--- src/rtl/motor_sched_pkg.sv ---
// Shared types and constants for the motor command frame scheduler.
// Optional clamp feature: MOTOR_SCHED_LIMIT_EN (see motor_cmd_scheduler).
package motor_sched_pkg;

  localparam int POS_W = 16;
  localparam logic [POS_W-1:0] POS_MAX_DEFAULT = 16'hFFF0;

  typedef enum logic [1:0] {
    ST_IDLE = 2'd0,
    ST_SCAN = 2'd1,
    ST_DONE = 2'd2
  } sched_state_e;

  // Bit positions inside the sticky flag vector.
  localparam int FLAG_OVERRUN   = 0;
  localparam int FLAG_TICK_MISS = 1;
  localparam int FLAG_LIMIT     = 2;
  localparam int N_FLAGS        = 3;

endpackage

--- src/rtl/motor_cmd_slot.sv ---
// One per-motor shadow slot: 16-bit target position plus pending bit.
// A host write in the same cycle as dispatch wins: the new value stays pending.
module motor_cmd_slot
  import motor_sched_pkg::*;
(
  input  logic             clk,
  input  logic             rst_n,
  input  logic             wr_en_i,
  input  logic [POS_W-1:0] wr_data_i,
  input  logic             clr_i,
  output logic [POS_W-1:0] data_o,
  output logic             valid_o,
  output logic             overrun_o
);

  logic [POS_W-1:0] data_q, data_d;
  logic             valid_q, valid_d;

  always_ff @(posedge clk or negedge rst_n) begin
    if (!rst_n) begin
      data_q  <= '0;
      valid_q <= 1'b0;
    end else begin
      data_q  <= data_d;
      valid_q <= valid_d;
    end
  end

  always_comb begin
    data_d  = data_q;
    valid_d = valid_q;
    if (wr_en_i) begin
      data_d  = wr_data_i;
      valid_d = 1'b1;
    end else if (clr_i) begin
      valid_d = 1'b0;
    end
  end

  // Overwriting a pending value is only a loss if it is not being dispatched now.
  assign overrun_o = wr_en_i & valid_q & ~clr_i;
  assign data_o    = data_q;
  assign valid_o   = valid_q;

endmodule

--- src/rtl/motor_cmd_scheduler.sv ---
// Frame scheduler: host writes per-motor targets; each clock_4ms tick scans slots
// 0..N_MOTORS-1 and strobes pending ones onto new_pos. Macro: MOTOR_SCHED_LIMIT_EN.
module motor_cmd_scheduler
  import motor_sched_pkg::*;
#(
  parameter int               N_MOTORS = 8,
  parameter int               IDX_W    = 3,
  parameter logic [POS_W-1:0] POS_MAX  = POS_MAX_DEFAULT
) (
  input  logic                CLK_10MHZ,
  input  logic                RST_N,
  input  logic                clock_4ms,
  input  logic                cmd_valid,
  output logic                cmd_ready,
  input  logic [IDX_W-1:0]    cmd_idx,
  input  logic [POS_W-1:0]    cmd_pos,
  input  logic                clr_flags,
  output logic [POS_W-1:0]    new_pos,
  output logic [N_MOTORS-1:0] new_pos_sig,
  output logic                busy,
  output logic                frame_done,
  output logic                overrun_flag,
  output logic                tick_miss,
  output logic                limit_flag,
  output sched_state_e        dbg_state
);

`ifdef MOTOR_SCHED_LIMIT_EN
  localparam bit LIMIT_EN = 1'b1;
`else
  localparam bit LIMIT_EN = 1'b0;
`endif

  sched_state_e        state_q, state_d;
  logic [IDX_W-1:0]    scan_idx_q, scan_idx_d;
  logic                ready_q;
  logic [POS_W-1:0]    new_pos_q, new_pos_d;
  logic [N_MOTORS-1:0] sig_q, sig_d;
  logic [N_FLAGS-1:0]  flags_q, flags_d, flag_evt;

  logic                wr_fire, idx_ok, over_max, disp;
  logic [POS_W-1:0]    wr_pos;
  logic [POS_W-1:0]    slot_data [N_MOTORS];
  logic [N_MOTORS-1:0] slot_valid, slot_wr, slot_clr, slot_ovr;

  // Handshake: a command transfers on any cycle with cmd_valid && cmd_ready;
  // cmd_ready rises one edge after reset release and never drops afterwards.
  assign wr_fire  = cmd_valid & ready_q;
  assign idx_ok   = int'(cmd_idx) < N_MOTORS;
  assign over_max = LIMIT_EN && (cmd_pos > POS_MAX);
  assign wr_pos   = over_max ? POS_MAX : cmd_pos;
  assign disp     = (state_q == ST_SCAN) && slot_valid[scan_idx_q];

  for (genvar g = 0; g < N_MOTORS; g++) begin : g_slot
    assign slot_wr[g]  = wr_fire && idx_ok && (cmd_idx == IDX_W'(g));
    assign slot_clr[g] = (state_q == ST_SCAN) && (scan_idx_q == IDX_W'(g)) && slot_valid[g];

    motor_cmd_slot u_slot (
      .clk       (CLK_10MHZ),
      .rst_n     (RST_N),
      .wr_en_i   (slot_wr[g]),
      .wr_data_i (wr_pos),
      .clr_i     (slot_clr[g]),
      .data_o    (slot_data[g]),
      .valid_o   (slot_valid[g]),
      .overrun_o (slot_ovr[g])
    );
  end

  always_ff @(posedge CLK_10MHZ or negedge RST_N) begin
    if (!RST_N) begin
      state_q    <= ST_IDLE;
      scan_idx_q <= '0;
      ready_q    <= 1'b0;
      new_pos_q  <= '0;
      sig_q      <= '0;
      flags_q    <= '0;
    end else begin
      state_q    <= state_d;
      scan_idx_q <= scan_idx_d;
      ready_q    <= 1'b1;
      new_pos_q  <= new_pos_d;
      sig_q      <= sig_d;
      flags_q    <= flags_d;
    end
  end

  always_comb begin
    state_d    = state_q;
    scan_idx_d = scan_idx_q;
    new_pos_d  = new_pos_q;
    sig_d      = '0;
    case (state_q)
      ST_IDLE: begin
        if (clock_4ms) begin
          state_d    = ST_SCAN;
          scan_idx_d = '0;
        end
      end
      ST_SCAN: begin
        if (disp) begin
          new_pos_d             = slot_data[scan_idx_q];
          sig_d[scan_idx_q]     = 1'b1;
        end
        if (scan_idx_q == IDX_W'(N_MOTORS - 1)) state_d = ST_DONE;
        else                                    scan_idx_d = scan_idx_q + 1'b1;
      end
      ST_DONE: state_d = ST_IDLE;
      default: state_d = ST_IDLE;
    endcase
  end

  // Sticky flags: an event in the same cycle as clr_flags leaves the flag set.
  always_comb begin
    flag_evt                 = '0;
    flag_evt[FLAG_OVERRUN]   = (|slot_ovr) | (wr_fire & ~idx_ok);
    flag_evt[FLAG_TICK_MISS] = clock_4ms & (state_q != ST_IDLE);
    flag_evt[FLAG_LIMIT]     = wr_fire & idx_ok & over_max;
    flags_d                  = (flags_q & ~{N_FLAGS{clr_flags}}) | flag_evt;
  end

  assign cmd_ready    = ready_q;
  assign new_pos      = new_pos_q;
  assign new_pos_sig  = sig_q;
  assign busy         = (state_q == ST_SCAN) || (state_q == ST_DONE);
  assign frame_done   = (state_q == ST_DONE);
  assign overrun_flag = flags_q[FLAG_OVERRUN];
  assign tick_miss    = flags_q[FLAG_TICK_MISS];
  assign limit_flag   = flags_q[FLAG_LIMIT];
  assign dbg_state    = state_q;

endmodule

--- config.mk ---
export PLATFORM = sky130hd
export DESIGN_NAME = motor_cmd_scheduler
export DESIGN_NICKNAME = d
export VERILOG_FILES = /design/src/rtl/motor_sched_pkg.sv /design/src/rtl/motor_cmd_slot.sv /design/src/rtl/motor_cmd_scheduler.sv
export SDC_FILE = /design/constraint.sdc
export NUM_CORES = 1
export LEC_CHECK = 0
export CAP_MARGIN = 0
export CORE_ASPECT_RATIO = 0.9
export CORE_MARGIN = 1.5
export CORE_UTILIZATION = 53
export DETAILED_ROUTE_END_ITERATION = 10
export PLACE_DENSITY = 0.74
export REMOVE_ABC_BUFFERS = 1
export SLEW_MARGIN = 20
export SYNTH_ARGS = -nofsm -noshare
export SYNTH_HDL_FRONTEND = slang
export SYNTH_SLANG_ARGS = --single-unit
--- constraint.sdc ---
create_clock -name CLK_10MHZ -period 2.82 [get_ports CLK_10MHZ]
set_input_delay 0.705 -clock CLK_10MHZ [delete_from_list [all_inputs] [get_ports CLK_10MHZ]]
set_output_delay 0.705 -clock CLK_10MHZ [all_outputs]
set_load 0.1 [all_outputs]
==> flow_summary_export.csv, run 1 <==
group,metric,value,unit
die,io_pins,56,
routing,wirelength,15800,um
clocking,cts-root-buf,"clkbuf_16",
synthesis,synth_fa_ha_area_share,1.63,%
synthesis,syn_inst,516,
global_route,overflow,0,
clocking,cts.sinks,169,
worst_hold_path,min_path_type,"in -> async",
die,start_util,54.5,%
placement,io_buffers,55,
global_route,grt_usage,23.2,%
sta,setup_viol,0,
synthesis,synth_seq_cells,169,
setup_path,arrival,1.49,ns
synthesis,synth_edf_count,0,
sta,hold_viol,0,
global_route,antenna_found_initial,0,
routing,vias,4458,
sta,fmax,455,MHz
setup_path,max_stage_delay,0.40,ns
clocking,hold_buffers,0,
synthesis,yosys_warnings,0,
clocking,cts_setup_buffers,0,
setup_path,critical_path_class,"reg -> out",
clocking,cts_tree,"built",
synthesis,synth_cell_types,41,
sta,fin_crit_sh,77.9,%
cells_and_area,layout_commonest_cell,"dfrtp_1",
setup_path,crit_family,"flip-flops",
die,dieArea,15200,um2
cells_and_area,layout-drive-gt1-share,45.5,%
clocking,clockBufferDepth,2,
synthesis,synth_ff_type,"dfrtp_1",
cells_and_area,n_fill_cell,1060,
clocking,clk_pin_slew,0.06,ns
routing,via_per_inst,5.66,
cells_and_area,n_antenna_cell,0,
die,die_w,130,um
setup_path,startpoint_type,"flop",
clocking,cts-resized-gates,0,
global_route,grt_max_degree,61,
cells_and_area,register_area,4230,um2
sta,worst_slew_pin_slew,0.652,ns
sta,maxSlewViolCount,0,
cells_and_area,syn_to_final_growth,18.7,%
setup_path,cpMaxStageDelayCell,"dfrtp_1",
synthesis,synth_xor_xnor_area_share,0,%
setup_path,cp_num_cells,3,
global_route,grt_pass1_wl,25800,um
cells_and_area,final_cell_mix,"168 x dfrtp_1, 135 x mux2_2, 58 x nand2_1",
setup_path,worst_ep_required_time,2.12,ns
synthesis,synth_top_family_by_area,"multiplexers",
placement,place_congestion,0.791,
sta,period_minus_slack,2.20,ns
synthesis,avgSynthCellArea,14.8,um2
sta,slew_headroom,56.5,%
outcome,outcome,"complete, no violations",
routing,wl_per_cell,20.0,um
routing,drc_errors,0,
setup_path,worstPathCellList,"inv_1 -> ha_1 -> buf_4",
synthesis,synth_compound_area_share,2.09,%
setup_path,ff2ff_path_depth,5,
power_and_ir_drop,p_leak,4.03,nW
synthesis,synth.area.mux_share,32.0,%
sta,rsz0062_at_grt,"no",
synthesis,synthSimpleGateAreaFrac,6.24,%
clocking,cts-buffers-inserted,17,
setup_path,critPathMaxFanout,4,
die,coreArea,14100,um2
global_route,grt_pass1_vias,4735,
synthesis,async_flop_share,100,%
cells_and_area,fin_util,64.7,%
routing,firstDrtPassIters,4,
die,rows,41,
synthesis,ys_seq_area_share,55.2,%
setup_path,critPathBufInv,2,
power_and_ir_drop,power.ir.vdd_worst,683,uV
clocking,htree_num_levels,4,
flow_run,cap_violations,0,
cells_and_area,multi_input_area,3220,um2
synthesis,syn_area,7660,um2
setup_path,critical_path.endpoint_type,"output port",
die,die_h,117,um
cells_and_area,finalNetCount,616,
routing,drtIter0Drc,234,
clocking,insertion_delay,0.43,ns
sta,skew,0.00782,ns
power_and_ir_drop,pwr_density_cell,1050,nW/um2
power_and_ir_drop,totalPowerFinal,0.00952,W
placement,hpwl,9640,um
routing,ant_nets,0,
path summary, 6_finish.rpt:
| kind | slack [ns] | endpoint | start |
|---|---|---|---|
| max in group asynchronous | 1.91 | new_pos[5] | RST_N |
| min reg2reg | 0.49 | flags_q[1] | flags_q[1] |
| max reg2reg | 0.71 | new_pos[6] | scan_idx_q[0] |
| min in group CLK_10MHZ | 0.49 | flags_q[1] | flags_q[1] |
| max | 0.62 | busy | dbg_state[0] |
| min | 0.25 | g_slot[0].u_slot.data_o[12] | RST_N |
cell type report:
type / count / area share, %
clock buffers: 21 / 5.18
repair buffers: 76 / 8.03
clock inverters: 11 / 1.86
well taps: 193 / 2.66
inverters: 7 / 0.289
multi-input cells: 311 / 35.4
flip-flops and latches: 169 / 46.6
layer usage:
layer / wire length [um] / share of wire (%) / vias up / track usage [%]
li1: - / - / 2001 / -
met1: 7340 / 46 / 2357 / 31.7
met2: 7720 / 49 / 85 / 37.3
met3: 552 / 3.5 / 15 / 5.23
met4: 177 / 1.1 / 0 / 8.07
met5: 0 / 0 / - / 0
kinds of logic after synthesis:
group | after synthesis
other cells | 1
compound gates | 20
mux | 182
flops | 169
buf+inv | 36
simple gates | 98
fa+ha+maj | 10
worst reg2reg max path, delay by kind of cell, from the launching register on:
| kind | cells | cell delay [ns] |
|---|---|---|
| mux | 2 | 0.85 |
| buf+inv | 1 | 0.49 |
| flops | 1 | 0.52 |
| simple gates | 2 | 0.15 |
report_power, final:
part           total, W  internal [W]  switching (W)
sequential      0.00341       0.00306       0.000356
clock           0.00249       0.00155       0.000940
combinational   0.00362       0.00147        0.00215
metrics by stage:
stage,std cells,hold slack (ns),setup slack [ns],instance area (um2),TNS (ns)
after detailed placement,756,0.486,0.410,8450,0
after global placement,756,0.483,0.458,8450,0
after floorplan,487,0.409,-0.741,7480,-15.72
after CTS,788,0.261,0.594,9090,0
after global routing,788,0.282,0.554,9090,0
final,788,0.251,0.623,9090,0
registers in the layout, summed over array words and instances (netlist names):
register / count
cmd_ready: 1
new_pos: 16
g_slot.u_slot.valid_o: 8
g_slot.u_slot.data_o: 128
dbg_state: 2
scan_idx_q: 3
new_pos_sig: 8
flags_q: 3
synthesized netlist by cell type (2+ instances only):
library cell,instances,area [um2]
a21boi_0,2,15.0
a21o_1,4,30.0
a22o_1,4,35.0
a32oi_1,2,17.5
and3_1,5,31.3
and3b_1,2,17.5
and4_1,4,35.0
buf_2,13,65.1
buf_6,5,56.3
clkbuf_1,9,33.8
dfrtp_1,169,4230
ha_1,10,125
inv_1,5,18.8
mux2_2,135,1520
mux2_4,10,150
mux2i_1,4,40.0
mux4_2,33,743
nand2_1,58,218
nand3_1,5,25.0
nand4_1,4,25.0
nor2_1,5,18.8
nor2b_1,5,31.3
nor3_2,2,20.0
nor3b_1,2,15.0
o21ai_0,2,10.0
or2_2,2,12.5
(Power assumes the default switching activity.)
==> inputs of run 2 (changes only) <==
- clock period: 2.82 -> 2.1 ns (I/O delays scaled with it)
==> run 2 against run 1 <==
Net effect: global-route usage fell by 0.80 points; first-iteration DRC count increased by 36%; critical path depth rose by 2; combinational power grew 40%; total power is 36% higher; critical endpoint is now new_pos[15]; clock skew shrank 0.0019 ns; sequential power rose by 35%; clock power increased by 33%; sequential share of layout area decreased by 0.71 points; final cell count up 0.76%; worst hold slack better by 0.24 ns; worst setup slack got worse by 0.53 ns.
==> flow_summary_export.csv, run 2 (synthesized netlist as in run 1, its figures left out) <==
group,metric,value,unit
outcome,outcome,"complete, no violations",
cells_and_area,fin_cells,794,
sta,fin_worst_hold_slack,0.494,ns
global_route,grt_usage,22.4,%
placement,place_congestion,0.833,
clocking,clk_pin_slew,0.06,ns
routing,firstDrtPassIters,4,
clocking,cts_tree,"built",
cells_and_area,n_fill_cell,1033,
cells_and_area,n_antenna_cell,0,
flow_run,cap_violations,0,
global_route,overflow,0,
global_route,grt_pass1_vias,4709,
sta,maxSlewViolCount,0,
setup_path,critPathMaxFanout,15,
setup_path,critical_path.endpoint_type,"flop",
die,coreArea,14100,um2
power_and_ir_drop,power.ir.vdd_worst,951,uV
cells_and_area,syn_to_final_growth,20.5,%
routing,wirelength,15400,um
cells_and_area,fin_util,65.6,%
worst_hold_path,min_path_type,"reg -> reg",
placement,dp.cells,762,
routing,drtIter0Drc,318,
clocking,cts-buffers-inserted,17,
die,start_util,54.5,%
setup_path,arrival,2.31,ns
sta,rsz0062_at_grt,"no",
routing,wl_per_cell,19.4,um
placement,hpwl,9810,um
sta,setup_viol,0,
clocking,cts-resized-gates,0,
clocking,htree_num_levels,4,
power_and_ir_drop,pwr_density_cell,1400,nW/um2
setup_path,max_stage_delay,0.51,ns
sta,period_minus_slack,2.00,ns
clocking,cts.sinks,169,
cells_and_area,layout_commonest_cell,"dfrtp_1",
sta,skew,0.00587,ns
clocking,insertion_delay,0.42,ns
sta,fin_crit_sh,95.5,%
routing,vias,4479,
sta,hold_viol,0,
setup_path,worst_ep_required_time,2.41,ns
power_and_ir_drop,p_leak,4.10,nW
placement,io_buffers,55,
die,die_h,117,um
routing,drc_errors,0,
cells_and_area,layout-drive-gt1-share,45.9,%
die,die_w,130,um
clocking,cts_setup_buffers,0,
die,rows,41,
setup_path,worstPathCellList,"mux2i_1 -> mux4_2 -> nor2b_2 -> buf_4 -> mux2_4",
clocking,hold_buffers,1,
setup_path,critical_path_class,"reg -> reg",
cells_and_area,final_cell_mix,"168 x dfrtp_1, 135 x mux2_2, 58 x nand2_1",
global_route,antenna_found_initial,0,
setup_path,startpoint_type,"flop",
die,dieArea,15200,um2
sta,fmax,499,MHz
global_route,grt_pass1_wl,25100,um
clocking,clockBufferDepth,2,
clocking,cts-root-buf,"clkbuf_16",
cells_and_area,finalNetCount,623,
global_route,grt_max_degree,82,
cells_and_area,design_area,9230,um2
setup_path,cpMaxStageDelayCell,"dfrtp_2",
routing,ant_nets,0,
cells_and_area,register_area,4230,um2
routing,via_per_inst,5.64,
cells_and_area,multi_input_area,3220,um2
die,io_pins,56,
placement,postPlaceCellArea,8590,um2
cells_and_area,largest_register_ffs,128,
==> run 2: cell types whose count changed in the layout (fill, tap and decap cells not counted), sizes merged <==
cell         delta
buf             +6
clkinvlp        -2
inv             +2
clkbuf          -1
dlygate4sd3     +1
==> run 2: routing by layer <==
layer  up-vias  global-route usage [%]  routed length, um
li1       2014                       -                  -
met1      2350                    31.1               7090
met2       100                    35.5               7450
met3        15                    5.14                684
met4         0                    7.41                166
met5         -                       0                  0
==> run 2: worst paths after layout <==
| check | startpoint | endpoint | slack [ns] | cells after the start |
|---|---|---|---|---|
| setup / recovery | scan_idx_q[0] | new_pos[15] | 0.1 | 5 |
| hold / removal | flags_q[1] | flags_q[1] | 0.49 | 1 |
| setup reg to reg | scan_idx_q[0] | new_pos[15] | 0.1 | 5 |
| hold reg to reg | flags_q[1] | flags_q[1] | 0.49 | 1 |
| max in group asynchronous | RST_N | scan_idx_q[0] | 0.84 | 3 |
| min in group asynchronous | RST_N | g_slot[0].u_slot.data_o[12] | 0.54 | 2 |
==> run 2: final cells by class <==
class | instances | share of cell area (%)
well taps | 193 | 2.62
clock buffers | 20 | 4.95
repair buffers | 83 | 9.59
flip-flops and latches | 169 | 45.8
multi-input cells | 311 | 34.9
clock inverters | 11 | 1.82
inverters | 7 | 0.285
==> run 2: power by group <==
group | total (W) | switching (W) | leakage, nW | internal (W)
registers | 0.00459 | 0.000488 | 2.09 | 0.00410
logic | 0.00505 | 0.00290 | 1.71 | 0.00215
clock network | 0.00330 | 0.00125 | 0.303 | 0.00205
total | 0.0129 | 0.00463 | 4.10 | 0.00830
==> run 2: worst max-delay path, delay by kind of cell (launching register included) <==
family / cells / cell delay, ns
multiplexers: 3 / 0.97
buffers and inverters: 1 / 0.27
AND/OR/NAND/NOR: 1 / 0.14
flip-flops: 1 / 0.51
==> run 2: metrics by stage <==
| stage | setup WS, ns | TNS [ns] | total power (W) |
|---|---|---|---|
| 3_5_place_dp | -0.0744 | -4.87 | 0.00971 |
| 6_report | 0.0953 | 0 | 0.0129 |
| 4_1_cts | 0.0684 | 0 | 0.0131 |
| 2_1_floorplan | -1.46 | -65.96 | 0.00833 |
| 5_1_grt | 0.0194 | 0 | 0.0135 |
| 3_3_place_gp | -0.0412 | -2.48 | 0.00957 |
